[src/rtl/reg_tx_packetizer_if.sv]
// Register-update write bus: one {addr,data} word per valid&ready handshake.
interface w_busif;
    logic [7:0]  addr;
    logic [31:0] data;
    logic        valid;
    logic        ready;

    modport master (output addr, output data, output valid, input ready);
    modport slave  (input addr, input data, input valid, output ready);
endinterface

[src/rtl/reg_tx_packetizer.sv]
// Buffers register-update words in a FIFO and serializes each one as a
// 7-byte frame: HEADER, addr, data[31:24..7:0], 8-bit additive checksum.
module reg_tx_packetizer #(
    parameter int unsigned FIFO_DEPTH = 16,
    parameter int unsigned DATA_WIDTH = 32,
    parameter int unsigned ADDR_WIDTH = 8,
    parameter logic [7:0]  HEADER     = 8'hA5
) (
    input  logic                          clk,
    input  logic                          rstn,
    w_busif.slave                         bulk_rx,
    output logic [7:0]                    tx_data,
    output logic                          tx_valid,
    input  logic                          tx_ready,
    output logic                          busy,
    output logic [$clog2(FIFO_DEPTH):0]   fifo_count
);

    localparam int unsigned PTR_W  = $clog2(FIFO_DEPTH);
    localparam int unsigned CNT_W  = PTR_W + 1;
    localparam int unsigned WORD_W = ADDR_WIDTH + DATA_WIDTH;

    typedef enum logic [2:0] {
        S_IDLE, S_HEAD, S_ADDR, S_D3, S_D2, S_D1, S_D0, S_CSUM
    } state_e;

    state_e                  state_q, state_d;
    logic [PTR_W-1:0]        wr_ptr_q, wr_ptr_d;
    logic [PTR_W-1:0]        rd_ptr_q, rd_ptr_d;
    logic [CNT_W-1:0]        count_q, count_d;
    logic [ADDR_WIDTH-1:0]   addr_q, addr_d;
    logic [DATA_WIDTH-1:0]   data_q, data_d;
    logic [7:0]              sum_q, sum_d;
    logic [7:0]              tx_data_q, tx_data_d;
    logic                    tx_valid_q, tx_valid_d;
    logic                    busy_q, busy_d;

    logic [WORD_W-1:0]       mem_q [FIFO_DEPTH];
    logic [WORD_W-1:0]       head_word;
    logic [ADDR_WIDTH-1:0]   head_addr;
    logic [DATA_WIDTH-1:0]   head_data;
    logic                    push;
    logic                    pop;

    // Space is judged from the registered count only, so a pop never
    // opens a slot within the same cycle.
    assign bulk_rx.ready = (count_q < CNT_W'(FIFO_DEPTH));
    assign push          = bulk_rx.valid && bulk_rx.ready;

    assign head_word = mem_q[rd_ptr_q];
    assign head_addr = head_word[WORD_W-1:DATA_WIDTH];
    assign head_data = head_word[DATA_WIDTH-1:0];

    // Next-state: pop into the frame register from IDLE, then walk the bytes.
    always_comb begin
        state_d    = state_q;
        wr_ptr_d   = wr_ptr_q;
        rd_ptr_d   = rd_ptr_q;
        count_d    = count_q;
        addr_d     = addr_q;
        data_d     = data_q;
        sum_d      = sum_q;
        tx_data_d  = tx_data_q;
        tx_valid_d = tx_valid_q;
        pop        = 1'b0;

        case (state_q)
            S_IDLE: begin
                if (count_q != '0) begin
                    pop        = 1'b1;
                    addr_d     = head_addr;
                    data_d     = head_data;
                    sum_d      = head_addr + head_data[31:24] + head_data[23:16]
                               + head_data[15:8] + head_data[7:0];
                    state_d    = S_HEAD;
                    tx_valid_d = 1'b1;
                    tx_data_d  = HEADER;
                end
            end
            default: begin
                if (tx_ready) begin
                    case (state_q)
                        S_HEAD: begin state_d = S_ADDR; tx_data_d = addr_q;         end
                        S_ADDR: begin state_d = S_D3;   tx_data_d = data_q[31:24];  end
                        S_D3:   begin state_d = S_D2;   tx_data_d = data_q[23:16];  end
                        S_D2:   begin state_d = S_D1;   tx_data_d = data_q[15:8];   end
                        S_D1:   begin state_d = S_D0;   tx_data_d = data_q[7:0];    end
                        S_D0:   begin state_d = S_CSUM; tx_data_d = sum_q;          end
                        default: begin
                            state_d    = S_IDLE;
                            tx_valid_d = 1'b0;
                        end
                    endcase
                end
            end
        endcase

        if (push) begin
            wr_ptr_d = wr_ptr_q + PTR_W'(1);
        end
        if (pop) begin
            rd_ptr_d = rd_ptr_q + PTR_W'(1);
        end
        count_d = count_q + CNT_W'(push) - CNT_W'(pop);
        busy_d  = (state_d != S_IDLE) || (count_d != '0);
    end

    // State and control registers with synchronous active-low reset.
    always_ff @(posedge clk) begin
        if (!rstn) begin
            state_q    <= S_IDLE;
            wr_ptr_q   <= '0;
            rd_ptr_q   <= '0;
            count_q    <= '0;
            addr_q     <= '0;
            data_q     <= '0;
            sum_q      <= '0;
            tx_data_q  <= '0;
            tx_valid_q <= 1'b0;
            busy_q     <= 1'b0;
        end else begin
            state_q    <= state_d;
            wr_ptr_q   <= wr_ptr_d;
            rd_ptr_q   <= rd_ptr_d;
            count_q    <= count_d;
            addr_q     <= addr_d;
            data_q     <= data_d;
            sum_q      <= sum_d;
            tx_data_q  <= tx_data_d;
            tx_valid_q <= tx_valid_d;
            busy_q     <= busy_d;
        end
    end

    // FIFO storage; contents need no reset since the count gates reads.
    always_ff @(posedge clk) begin
        if (rstn && push) begin
            mem_q[wr_ptr_q] <= {bulk_rx.addr, bulk_rx.data};
        end
    end

    assign tx_data    = tx_data_q;
    assign tx_valid   = tx_valid_q;
    assign busy       = busy_q;
    assign fifo_count = count_q;

endmodule

[src/flat_wrapper.sv]
// flat-port wrapper written by rule: the top's interface ports become plain ports
module reg_tx_packetizer_flat 
#(
    parameter int unsigned FIFO_DEPTH = 16,
    parameter int unsigned DATA_WIDTH = 32,
    parameter int unsigned ADDR_WIDTH = 8,
    parameter logic [7:0]  HEADER     = 8'hA5
)
  (clk, rstn, tx_data, tx_valid, tx_ready, busy, fifo_count, bulk_rx_addr, bulk_rx_data, bulk_rx_valid, bulk_rx_ready);
  w_busif bulk_rx_i ();
  input  logic clk;
  input  logic rstn;
  output logic [7:0] tx_data;
  output logic tx_valid;
  input  logic tx_ready;
  output logic busy;
  output logic [$clog2(FIFO_DEPTH):0] fifo_count;
  input wire logic [$bits(bulk_rx_i.addr)-1:0] bulk_rx_addr;
  input wire logic [$bits(bulk_rx_i.data)-1:0] bulk_rx_data;
  input wire logic [$bits(bulk_rx_i.valid)-1:0] bulk_rx_valid;
  output wire logic [$bits(bulk_rx_i.ready)-1:0] bulk_rx_ready;
  assign bulk_rx_i.addr = bulk_rx_addr;
  assign bulk_rx_i.data = bulk_rx_data;
  assign bulk_rx_i.valid = bulk_rx_valid;
  assign bulk_rx_ready = bulk_rx_i.ready;
  reg_tx_packetizer #(.FIFO_DEPTH(FIFO_DEPTH), .DATA_WIDTH(DATA_WIDTH), .ADDR_WIDTH(ADDR_WIDTH), .HEADER(HEADER)) u_core (.clk(clk), .rstn(rstn), .bulk_rx(bulk_rx_i), .tx_data(tx_data), .tx_valid(tx_valid), .tx_ready(tx_ready), .busy(busy), .fifo_count(fifo_count));
endmodule
[config.mk]
export PLATFORM = sky130hd
export DESIGN_NAME = reg_tx_packetizer_flat
export DESIGN_NICKNAME = d
export VERILOG_FILES = /design/src/rtl/reg_tx_packetizer_if.sv /design/src/rtl/reg_tx_packetizer.sv /design/src/flat_wrapper.sv
export SDC_FILE = /design/constraint.sdc
export NUM_CORES = 1
export LEC_CHECK = 0
export ABC_AREA = 1
export CAP_MARGIN = 10
export CORE_MARGIN = 2
export CORE_UTILIZATION = 55
export CTS_CLUSTER_SIZE = 10
export DETAILED_ROUTE_END_ITERATION = 16
export PLACE_DENSITY = 0.72
export SYNTH_ARGS = -nofsm -noshare
export SYNTH_HDL_FRONTEND = slang
export SYNTH_SLANG_ARGS = --single-unit
[constraint.sdc]
create_clock -name clk -period 12.9 [get_ports clk]
set_clock_uncertainty 0.15 [all_clocks]
set_input_delay 1.29 -clock clk [delete_from_list [all_inputs] [get_ports clk]]
set_output_delay 1.29 -clock clk [all_outputs]
set_load 0.03 [all_outputs]
==> results.yml <==
final_layout:
  fillers: 3877
  fin_cells: 3138
  finish.net_count: 2482
  area_growth_pct: 12.0
  drive_above_1_share_pct: 6.53
clocking:
  cts_setup_buffers: 0
  cts_tree: "yes"
  numCtsBuffers: 82
  path_clk_slew_ps: 50
  root_buffer: "clkbuf_16"
  cts_sinks: 718
  clock_latency_ps: 610
  htreeDepth: 3
  cts_max_path_buffers: 3
  post_cts_resized: 0
  cts_hold_buf: 0
timing:
  max_freq_mhz: 154
  fin_setup_tns_ps: 0
  slew_violations: 0
  rsz0062_at_grt: "false"
  tightest_slew_ps: 1130
  fin_hold_ws_ps: 344
  setup_ws_ps: 6390
  final.period_utilization_pct: 50.4
  relSlewSlack_pct: 24.6
  fin_crit_ps: 6510
  setup_violations: 0
  hold_viol: 0
place:
  dp_hpwl_mm: 37.5
  placedCellCount: 2998
  portBuffers: 59
  routabilityCongestion: 0.912
  place_ws_ps: 6520
synthesis:
  async_flop_share_pct: 0
  ys_seq_elements: 718
  synth_top_area_share_pct: 65.6
  synth-simple-area-share_pct: 8.46
  synth.area.top_cells: "edfxtp_1 (66%), o21ai_0 (5.5%), dfxtp_1 (5.3%)"
  yosysWarnings: 0
  synth_compound_area_share_pct: 12.8
  synth_fa_ha_area_share_pct: 2.42
  synth_edf_count: 640
  syn_nets: 2457
  syn_area_um2: 29300
  muxShareOfSynthArea_pct: 0
  synth_top_family_by_area: "compound AO/OA/AOI/OAI gates"
  avgSynthCellArea_um2: 12.4
  yosysUniqueCellTypes: 38
  synthXorXnorAreaFrac_pct: 0.299
  syn-instance-count: 2369
  synth_flop_cell: "edfxtp_1"
  yosysSeqAreaShare_pct: 71.0
  yosysTopAreaCell: "edfxtp_1"
grt:
  antenna_found_initial: 2
  grt_pass1_vias: 18909
  grt_pass1_wl_mm: 112
  grt_usage_pct: 26.6
  grt-ovfl-total: 0
  grt_max_degree: 192
drt:
  wl_per_cell_um: 23.5
  vias: 19409
  vias_per_cell: 6.19
  dr.pass1.iters: 6
  drc_errors: 0
  ant_nets: 0
  wl_mm: 73.6
  drt-initial-drc-count: 2641
setup_path:
  end_kind: "flip-flop"
  cp-start-kind: "flip-flop"
  crit_required_ps: 13260
  worst_ep_arrival_time_ps: 6870
  path_max_fanout: 143
  critPathKind: "flip-flop to flip-flop"
power:
  p_per_area_nw_per_um2: 244
  p_leak_nw: 11.4
  vdd_drop_max_v: 0.000338
die:
  dieArea_um2: 55100
  fp.dieH_um: 235
  num_rows: 84
  start_util_pct: 55.7
  core_um2: 52600
  die_w_um: 235
  ios: 60
min_path:
  hold_class: "flip-flop to flip-flop"
run_status:
  status: "finished clean"
job:
  maxCapViolations: 0
==> logic make-up (layout without fill, tap and decap cells) <==
family / count (synthesis) / after routing
xor+xnor: 10 / 10
fa+ha+maj: 44 / 44
flops: 718 / 718
simple gates: 617 / 617
buf+inv: 353 / 433
compound gates: 627 / 627
other cells: 0 / 1
==> cell type report <==
type	count	area, um^2	area share, %
diodes	1	2.50	0.00763
clock buffers	132	2300	7.02
clock inverters	7	71.3	0.218
inverters	204	776	2.37
multi-input cells	1298	7150	21.8
flip-flops and latches	718	20800	63.4
well taps	688	861	2.63
repair buffers	90	836	2.55
==> worst paths after layout <==
| path | cells after the start | startpoint | slack (ps) | end |
|---|---|---|---|---|
| min reg2reg | 2 | u_core.addr_q[0] | 340 | u_core.tx_data[0] |
| max | 26 | flip-flop | 6390 | u_core.sum_q[7] |
| min | 2 | u_core.addr_q[0] | 340 | u_core.tx_data[0] |
| max reg2reg | 26 | flip-flop | 6390 | u_core.sum_q[7] |
==> state kept, by name, indices dropped and copies added, names as in the netlist, named ones only <==
register           flops
u_core.addr_q          8
u_core.tx_data         8
u_core.fifo_count      5
u_core.wr_ptr_q        4
u_core.state_q         3
u_core.rd_ptr_q        4
u_core.busy            1
u_core.data_q         32
u_core.tx_valid        1
u_core.mem_q         640
u_core.sum_q           8
==> Yosys cell counts (21+ instances only) <==
cell type / n
nand2_1: 142
nor2_1: 366
buf_2: 48
ha_1: 23
o221ai_1: 106
inv_1: 197
o211ai_1: 48
o21ai_0: 322
nand3_1: 92
o21ai_1: 38
edfxtp_1: 640
dfxtp_1: 78
clkbuf_1: 80
a21oi_1: 50
o22ai_1: 47
fa_1: 21
==> worst max-delay path, cell delays in order, from the launching register on <==
cell,delay [ps]
dfxtp_4,890
inv_8,450
buf_4,550
o21ai_0,340
o22ai_1,110
o211ai_1,220
nand2_1,170
fa_1,430
inv_1,90
fa_1,440
fa_1,490
inv_1,40
ha_1,210
fa_1,500
nand4_1,120
nand3_1,80
or2_2,280
nand2_1,80
inv_1,40
nand2_1,70
nand2_1,50
nand2_1,70
nand2_1,50
nand2_1,60
nand3_1,70
nand2_1,90
inv_1,50
==> per-stage QoR <==
stage	area (um^2)	utilization, %	power (W)
2_1_floorplan	29300	-	0.00518
3_3_place_gp	30400	57.9	0.00581
3_5_place_dp	30400	57.9	0.00592
4_1_cts	32800	62.4	0.00800
5_1_grt	32800	62.4	0.00858
6_report	32800	62.4	0.00801
==> routing by layer <==
layer | vias to the layer above | GRT usage (%) | part of all wire [%]
met2 | 1068 | 41.8 | 47
met5 | - | 0 | 0.015
met3 | 167 | 4.73 | 9.4
met4 | 2 | 9.59 | 2.7
met1 | 9527 | 37.6 | 41
li1 | 8645 | - | -
==> layout by cell type (no fill, tap or decap), types with 3 or more instances in the layout <==
cell / instances
o211ai_1: 48
o22ai_1: 47
a31oi_1: 6
nand2_1: 142
dfxtp_4: 3
a21oi_1: 50
nand3_1: 92
o41ai_1: 3
nor2_1: 350
a211oi_1: 4
edfxtp_1: 640
fa_1: 21
xor2_1: 5
clkbuf_16: 84
nand4_1: 4
nor2_4: 17
o221ai_1: 106
clkinv_1: 3
dfxtp_1: 74
clkdlybuf4s50_1: 59
inv_6: 3
ha_1: 23
o21ai_1: 38
clkbuf_1: 46
o21ai_0: 322
xnor2_1: 5
buf_4: 30
nor2_2: 3
inv_1: 194
nand2_2: 3
inv_2: 6
==> where the power goes <==
group	internal [W]	switching (W)
clock network	0.00122	0.000870
registers	0.00266	0.000114
logic	0.00111	0.00204
total	0.00498	0.00303
No activity file was read; power rests on OpenSTA's default activity.
